`src/rtl/seg7_pkg.sv`:
```
// Shared constants and types for the 7-segment scan controller.
// Patterns are active-low, ordered {dp, g, f, e, d, c, b, a}; dp is off in every constant.
package seg7_pkg;

  localparam logic [7:0] SEG7_BLANK = 8'hFF;
  localparam logic [7:0] DIG0 = 8'hC0;
  localparam logic [7:0] DIG1 = 8'hF9;
  localparam logic [7:0] DIG2 = 8'hA4;
  localparam logic [7:0] DIG3 = 8'hB0;
  localparam logic [7:0] DIG4 = 8'h99;
  localparam logic [7:0] DIG5 = 8'h92;
  localparam logic [7:0] DIG6 = 8'h82;
  localparam logic [7:0] DIG7 = 8'hF8;
  localparam logic [7:0] DIG8 = 8'h80;
  localparam logic [7:0] DIG9 = 8'h90;

  typedef enum logic {BLANK, SHOW} slot_e;

  function automatic logic [7:0] seg7_with_dp(logic [6:0] pattern, logic dp_on);
    return {~dp_on, pattern};
  endfunction

endpackage

```
`src/rtl/seg7_scan_ctrl_if.sv`:
```
// Datapath/display-side signal bundle of the 7-segment scan controller.
// The master side drives load/value/dp_mask; the controller (slave) drives the display pins.
interface seg7_scan_ctrl_if #(
  parameter int NUM_DIGITS = 4
);

  logic                      load;
  logic [4*NUM_DIGITS-1:0]   value;
  logic [NUM_DIGITS-1:0]     dp_mask;
  logic                      ack;
  logic                      frame_start;
  logic [NUM_DIGITS-1:0]     anode;
  logic [7:0]                seg;

  modport master (
    output load, value, dp_mask,
    input  ack, frame_start, anode, seg
  );

  modport slave (
    input  load, value, dp_mask,
    output ack, frame_start, anode, seg
  );

endinterface

```
`src/rtl/seg7_decode.sv`:
```
// Combinational BCD to active-low 7-segment decoder ({g..a}); codes 10-15 decode to blank.
module seg7_decode
  import seg7_pkg::*;
(
  input  logic [3:0] bcd_i,
  output logic [6:0] seg_o
);

  always_comb begin
    seg_o = SEG7_BLANK[6:0];
    case (bcd_i)
      4'd0:    seg_o = DIG0[6:0];
      4'd1:    seg_o = DIG1[6:0];
      4'd2:    seg_o = DIG2[6:0];
      4'd3:    seg_o = DIG3[6:0];
      4'd4:    seg_o = DIG4[6:0];
      4'd5:    seg_o = DIG5[6:0];
      4'd6:    seg_o = DIG6[6:0];
      4'd7:    seg_o = DIG7[6:0];
      4'd8:    seg_o = DIG8[6:0];
      4'd9:    seg_o = DIG9[6:0];
      default: seg_o = SEG7_BLANK[6:0];
    endcase
  end

endmodule

```
`src/rtl/seg7_scan_ctrl.sv`:
```
// Time-multiplexed common-anode 7-segment scan controller with frame-aligned double buffering.
// Optional macro SEG7_LEADING_ZERO_BLANK_EN blanks leading zero digits (digit 0 always shown).
module seg7_scan_ctrl
  import seg7_pkg::*;
#(
  parameter int NUM_DIGITS = 4,
  parameter int CLK_DIV    = 100000,
  parameter int GUARD      = 2
) (
  input logic             clk,
  input logic             rst,
  seg7_scan_ctrl_if.slave bus
);

  localparam int P_W = $clog2(CLK_DIV);
  localparam int I_W = $clog2(NUM_DIGITS);
  localparam logic [P_W-1:0] P_LAST  = P_W'(CLK_DIV - 1);
  localparam logic [P_W-1:0] P_GUARD = P_W'(GUARD);
  localparam logic [I_W-1:0] I_LAST  = I_W'(NUM_DIGITS - 1);

  logic [P_W-1:0]            p_q, p_d;
  logic [I_W-1:0]            idx_q, idx_d;
  logic                      run_q;
  logic [4*NUM_DIGITS-1:0]   disp_q, pend_q;
  logic [NUM_DIGITS-1:0]     dp_disp_q, dp_pend_q;
  logic                      pend_v_q;

  logic [NUM_DIGITS-1:0]     anode_q, anode_d;
  logic [7:0]                seg_q, seg_d;
  logic                      ack_q, fs_q, fs_d;

  logic                      commit;
  slot_e                     slot_d;
  logic [3:0]                nib;
  logic [6:0]                dec_seg;
  logic [NUM_DIGITS-1:0]     lz_blank;

`ifdef SEG7_LEADING_ZERO_BLANK_EN
  // A digit is a leading zero when it and every digit above it hold 0.
  assign lz_blank[0] = 1'b0;
  genvar gi;
  for (gi = 1; gi < NUM_DIGITS; gi++) begin : g_lz
    assign lz_blank[gi] = ~|disp_q[4*NUM_DIGITS-1:4*gi];
  end
`else
  assign lz_blank = '0;
`endif

  seg7_decode u_decode (
    .bcd_i (nib),
    .seg_o (dec_seg)
  );

  // Outputs are computed from the next (idx, p) and registered, so they line up with
  // the counter registers. run_q holds the counter at (0,0) for the first edge after
  // reset so that the first frame_start lands on the first post-reset cycle.
  always_comb begin
    p_d     = p_q;
    idx_d   = idx_q;
    commit  = run_q && (p_q == P_LAST) && (idx_q == I_LAST) && pend_v_q;
    if (run_q) begin
      if (p_q == P_LAST) begin
        p_d   = '0;
        idx_d = (idx_q == I_LAST) ? '0 : idx_q + I_W'(1);
      end else begin
        p_d = p_q + P_W'(1);
      end
    end

    slot_d  = (p_d < P_GUARD) ? BLANK : SHOW;
    nib     = disp_q[{idx_d, 2'b00} +: 4];
    anode_d = '1;
    seg_d   = SEG7_BLANK;
    if (slot_d == SHOW) begin
      anode_d[idx_d] = 1'b0;
      seg_d = seg7_with_dp(lz_blank[idx_d] ? SEG7_BLANK[6:0] : dec_seg, dp_disp_q[idx_d]);
    end
    fs_d = (p_d == '0) && (idx_d == '0);
  end

  always_ff @(posedge clk) begin
    if (rst) begin
      p_q       <= '0;
      idx_q     <= '0;
      run_q     <= 1'b0;
      disp_q    <= {NUM_DIGITS{4'hF}};
      dp_disp_q <= '0;
      pend_q    <= '0;
      dp_pend_q <= '0;
      pend_v_q  <= 1'b0;
      anode_q   <= '1;
      seg_q     <= SEG7_BLANK;
      ack_q     <= 1'b0;
      fs_q      <= 1'b0;
    end else begin
      p_q   <= p_d;
      idx_q <= idx_d;
      run_q <= 1'b1;
      if (commit) begin
        disp_q    <= pend_q;
        dp_disp_q <= dp_pend_q;
      end
      // A load coinciding with a commit lands behind the value being committed.
      if (bus.load) begin
        pend_q    <= bus.value;
        dp_pend_q <= bus.dp_mask;
      end
      pend_v_q <= bus.load | (pend_v_q & ~commit);
      anode_q  <= anode_d;
      seg_q    <= seg_d;
      ack_q    <= commit;
      fs_q     <= fs_d;
    end
  end

  assign bus.anode       = anode_q;
  assign bus.seg         = seg_q;
  assign bus.ack         = ack_q;
  assign bus.frame_start = fs_q;

endmodule

```
`src/flat_wrapper.sv`:
```
// flat-port wrapper written by rule: the top's interface ports become plain ports
module seg7_scan_ctrl_flat import seg7_pkg::*;
#(
  parameter int NUM_DIGITS = 4,
  parameter int CLK_DIV    = 100000,
  parameter int GUARD      = 2
)
  (clk, rst, bus_load, bus_value, bus_dp_mask, bus_ack, bus_frame_start, bus_anode, bus_seg);
  seg7_scan_ctrl_if #(.NUM_DIGITS(NUM_DIGITS)) bus_i ();
  input logic clk;
  input logic rst;
  input wire logic [$bits(bus_i.load)-1:0] bus_load;
  input wire logic [$bits(bus_i.value)-1:0] bus_value;
  input wire logic [$bits(bus_i.dp_mask)-1:0] bus_dp_mask;
  output wire logic [$bits(bus_i.ack)-1:0] bus_ack;
  output wire logic [$bits(bus_i.frame_start)-1:0] bus_frame_start;
  output wire logic [$bits(bus_i.anode)-1:0] bus_anode;
  output wire logic [$bits(bus_i.seg)-1:0] bus_seg;
  assign bus_i.load = bus_load;
  assign bus_i.value = bus_value;
  assign bus_i.dp_mask = bus_dp_mask;
  assign bus_ack = bus_i.ack;
  assign bus_frame_start = bus_i.frame_start;
  assign bus_anode = bus_i.anode;
  assign bus_seg = bus_i.seg;
  seg7_scan_ctrl #(.NUM_DIGITS(NUM_DIGITS), .CLK_DIV(CLK_DIV), .GUARD(GUARD)) u_core (.clk(clk), .rst(rst), .bus(bus_i));
endmodule
```
`config.mk`:
```
export PLATFORM = sky130hd
export DESIGN_NAME = seg7_scan_ctrl_flat
export DESIGN_NICKNAME = d
export VERILOG_FILES = /design/src/rtl/seg7_pkg.sv /design/src/rtl/seg7_scan_ctrl_if.sv /design/src/rtl/seg7_decode.sv /design/src/rtl/seg7_scan_ctrl.sv /design/src/flat_wrapper.sv
export SDC_FILE = /design/constraint.sdc
export NUM_CORES = 1
export LEC_CHECK = 0
export ABC_AREA = 1
export CORE_MARGIN = 5
export CORE_UTILIZATION = 46
export DETAILED_ROUTE_END_ITERATION = 8
export PLACE_DENSITY = 0.67
export SLEW_MARGIN = 20
export SYNTH_ARGS = -nofsm -noshare
export SYNTH_HDL_FRONTEND = slang
export SYNTH_SLANG_ARGS = --single-unit
```
`constraint.sdc`:
```
create_clock -name clk -period 2.9 [get_ports clk]
set_input_delay 0.58 -clock clk [delete_from_list [all_inputs] [get_ports clk]]
set_output_delay 0.58 -clock clk [all_outputs]
set_load 0.005 [all_outputs]
```
==> parameters.txt <==
Parameter                              Value

Route
  DRC errors left ... 0
  Wire per inst ... 12.6 microns
  Number of DRC markers after the initial detailed-route iteration ... 129
  1st-pass router iterations ... 4
  Count of vias placed by the detailed router ... 3054
  Average via count per standard cell ... 4.89
  Post-Route WL ... 7860 microns
  Number of routed nets with antenna violations ... 0

Yosys
  Post-synth top flop ... dfxtp_1
  Synth unique cells ... 32
  Post-synthesis cell count ... 485
  Synthesized area divided by synthesized cell count ... ~7.2 sq um
  Syn. warnings ... 0
  EDFF count, synth ... 0
  Area of the mapped netlist ... 3480 sq um
  Total nets after synthesis ... 515
  Post-synthesis sequential area ratio ... 0.432
  Async set-or-reset flop fraction in the synthesized netlist ... 0
  Yosys reg bits ... 75

Timing
  Unrepaired setup endpoints after global routing ... no
  Setup ws final ... approximately 0.34 ns
  Headroom to the max-slew limit ... 0.690
  Final worst-path cycle share ... 0.882
  Final setup violation count ... 0
  Transition time at the pin with the least slew margin ... 0.465 ns
  Count of final hold-check violations ... 0
  Setup Skew ... between 0.01 and 0.015 ns
  Worst Hold Slack ... 0.453 ns
  Final slew viol count ... 0
  Post-layout min period ... 2.56 ns
  Maximum frequency from static timing analysis ... a little under 400 MHz
  Total negative setup slack ... 0 ns

CTS
  Setup Fix Bufs, Post-CTS ... 0
  Clock network latency to the later pin of the worst-skew pair ... ~0.36 ns
  Clock tree from TritonCTS ... done
  Hold buffer count at CTS ... 0
  Clock sink count ... 75
  Gates resized, CTS repair ... 0
  Maximum clock insertion buffer count ... 2
  Total CTS buffers ... 9
  Clock-pin slew on the worst setup and hold paths ... 0.07 ns
  Cell at the root of the clock tree ... clkbuf_8
  Number of levels in the clock H-tree ... 3

Setup path
  CP Launch Type ... register
  Cell chain of the critical path ... ha_1, nand3_2, nor2_4, nand4_2, nand2_4, nor2_1, nand2_1, nand2_1, nor2_2, inv_1, ha_1, nand3b_1, nand3_1, nand3_1
  Critical-path maximum fanout ... 10
  Worst Path Arrival ... 2.77 ns
  Crit path capture type ... register
  Delay-heaviest family, CP ... simple AND/OR/NAND/NOR gates
  Buffers & Inverters on Critical Path ... 1
  Crit Path Class ... register to register
  Standard cell with the maximum stage delay on the critical path ... dfxtp_1
  Max incr delay on CP ... 0.38 ns
  Critical path required time ... about 3.1 ns

Floorplan
  Die Footprint ... 9400 sq um
  Effective utilization at floorplan ... 0.477
  Number of top-level design ports ... 37
  Height of the die ... 96.9 microns
  Horizontal die dimension ... 96.9 microns
  # rows ... 31
  Area inside the core boundary ... 7290 sq um

Global routing
  Initial antenna violation count ... 0
  Pin count of the biggest net entering global routing ... 42
  First-pass GRT wire length ... 13700 microns
  Number of global-route vias before repair ... 2955
  Global-route congestion overflow total ... 0
  Global-route total usage across every layer ... 0.177

Finish
  Post-layout utilization of the core ... 0.567
  Total number of nets in the final design ... ~550
  Area growth from synthesis to layout ... 18.8%
  Antenna fix cells ... 0
  Share of layout cells above drive strength 1 ... 0.0894

Status
  Status ... finished, final reports clean

Place
  Hpwl dp ... 5790 microns
  Last weighted congestion value of the routability-driven placer ... 0.913
  Total of buffers placed on input and output ports ... 36
  Pre-CTS WS ... 0.365 ns

Power and ir drop
  Worst IR drop on VDD ... 0.000280 V
  Int Pwr ... between 1.5 and 2 mW
  Leakage power figure ... roughly 1.9 nW
  Switching power as a share of total power ... 0.227
  Power Dens Cells ... about 480 nW/um^2
  Seq pwr share ... 0.539
  Clock group share of total power ... 0.403
  Switching power of the nets ... 449 uW
  Relative contribution of combinational cells to total power ... 0.058
  Final Power ... 1.97 mW

Hold path
  HP Class ... register to register

Run
  Number of violations of the max-capacitance limit ... 0
cell usage after synthesis (5+ instances only):
library cell / n / area, sq um
dfxtp_1: 75 / 1500
nand3b_1: 5 / 37.5
clkbuf_1: 13 / 48.8
nand3_1: 38 / 190
a21oi_1: 20 / 100
ha_1: 7 / 87.6
o21ai_0: 24 / 120
o211ai_1: 16 / 120
nand4_1: 6 / 37.5
inv_1: 55 / 206
nand2_2: 11 / 68.8
nand2_1: 112 / 420
nor2_1: 70 / 263
cell usage in the layout, fill, tap and decap left out, types with 2 or more instances in the layout:
master / n
nand2_1: 112
dfxtp_1: 75
nor2_1: 70
inv_1: 55
nand3_1: 38
clkdlybuf4s50_1: 36
o21ai_0: 24
a21oi_1: 20
o211ai_1: 16
nand2_2: 11
clkbuf_8: 10
ha_1: 7
nand4_1: 6
nand3b_1: 5
buf_4: 5
nor2_2: 4
nand2_4: 4
a211oi_1: 4
clkinv_1: 2
inv_2: 2
o21bai_1: 2
xor2_1: 2
nor3_1: 2
layer usage:
layer | vias to the layer above | part of all wire | global-route usage | wire length, microns
li1 | 1621 | - | - | -
met1 | 1367 | 0.48 | 0.227 | 3770
met2 | 52 | 0.47 | 0.288 | 3680
met3 | 14 | 0.033 | 0.0338 | 261
met4 | 0 | 0.019 | 0.0832 | 148
met5 | - | 0 | 0 | 0
cell families after synthesis:
kind of cell               share of synthesized area
AOI/OAI and AO/OA                              0.120
and+or+nand+nor                                0.337
xor gates and xnor gates                     0.00504
buffers and inverters                         0.0810
adders and majority gates                     0.0252
DFF                                            0.432
registers in the layout, summed over array words and instances (netlist names):
| signal | cells |
|---|---|
| u_core.bus.seg | 8 |
| u_core.bus.ack | 1 |
| u_core.pend_q | 16 |
| u_core.run_q | 1 |
| u_core.disp_q | 16 |
| u_core.bus.anode | 4 |
| u_core.idx_q | 2 |
| u_core.dp_pend_q | 4 |
| u_core.dp_disp_q | 4 |
| u_core.bus.frame_start | 1 |
| u_core.p_q | 17 |
| u_core.pend_v_q | 1 |
power by group through the flow:
stage / clock (mW) / combinational [mW] / sequential [mW]
3_3_place_gp: 0 / 0.114 / 1.09
5_1_grt: 0.847 / 0.129 / 1.07
3_5_place_dp: 0 / 0.115 / 1.09
2_1_floorplan: 0 / 0.0614 / 1.09
4_1_cts: 0.811 / 0.116 / 1.06
6_report: 0.794 / 0.115 / 1.06
worst min-delay path, stage by stage, from the launching register on:
cell and delay [ns]:
dfxtp_1 0.30, inv_1 0.06, a21oi_1 0.05
area by class of cell:
| cell class | count | area (sq um) |
|---|---|---|
| multi-input cells | 336 | 1690 |
| repair buffers | 41 | 398 |
| clock buffers | 11 | 141 |
| well taps | 99 | 124 |
| fillers | 719 | 3160 |
| inverters | 59 | 221 |
| clock inverters | 4 | 51.3 |
| flip-flops and latches | 75 | 1500 |
through the flow:
stage,cell area [sq um],instances
floorplan,3480,485
global placement,3940,610
detailed placement,3940,610
CTS,4130,625
global route,4130,625
finish,4130,625
final timing paths:
kind | startpoint | to | slack (ns) | cells after the start
worst max-delay path | u_core.p_q[1] | u_core.bus.seg[3] | 0.34 | 14
worst min-delay path | u_core.pend_q[8] | u_core.pend_q[8] | 0.45 | 2
worst max register to register | u_core.p_q[1] | u_core.bus.seg[3] | 0.34 | 14
worst min register to register | u_core.pend_q[8] | u_core.pend_q[8] | 0.45 | 2
No activity file was read; power rests on OpenSTA's default activity.
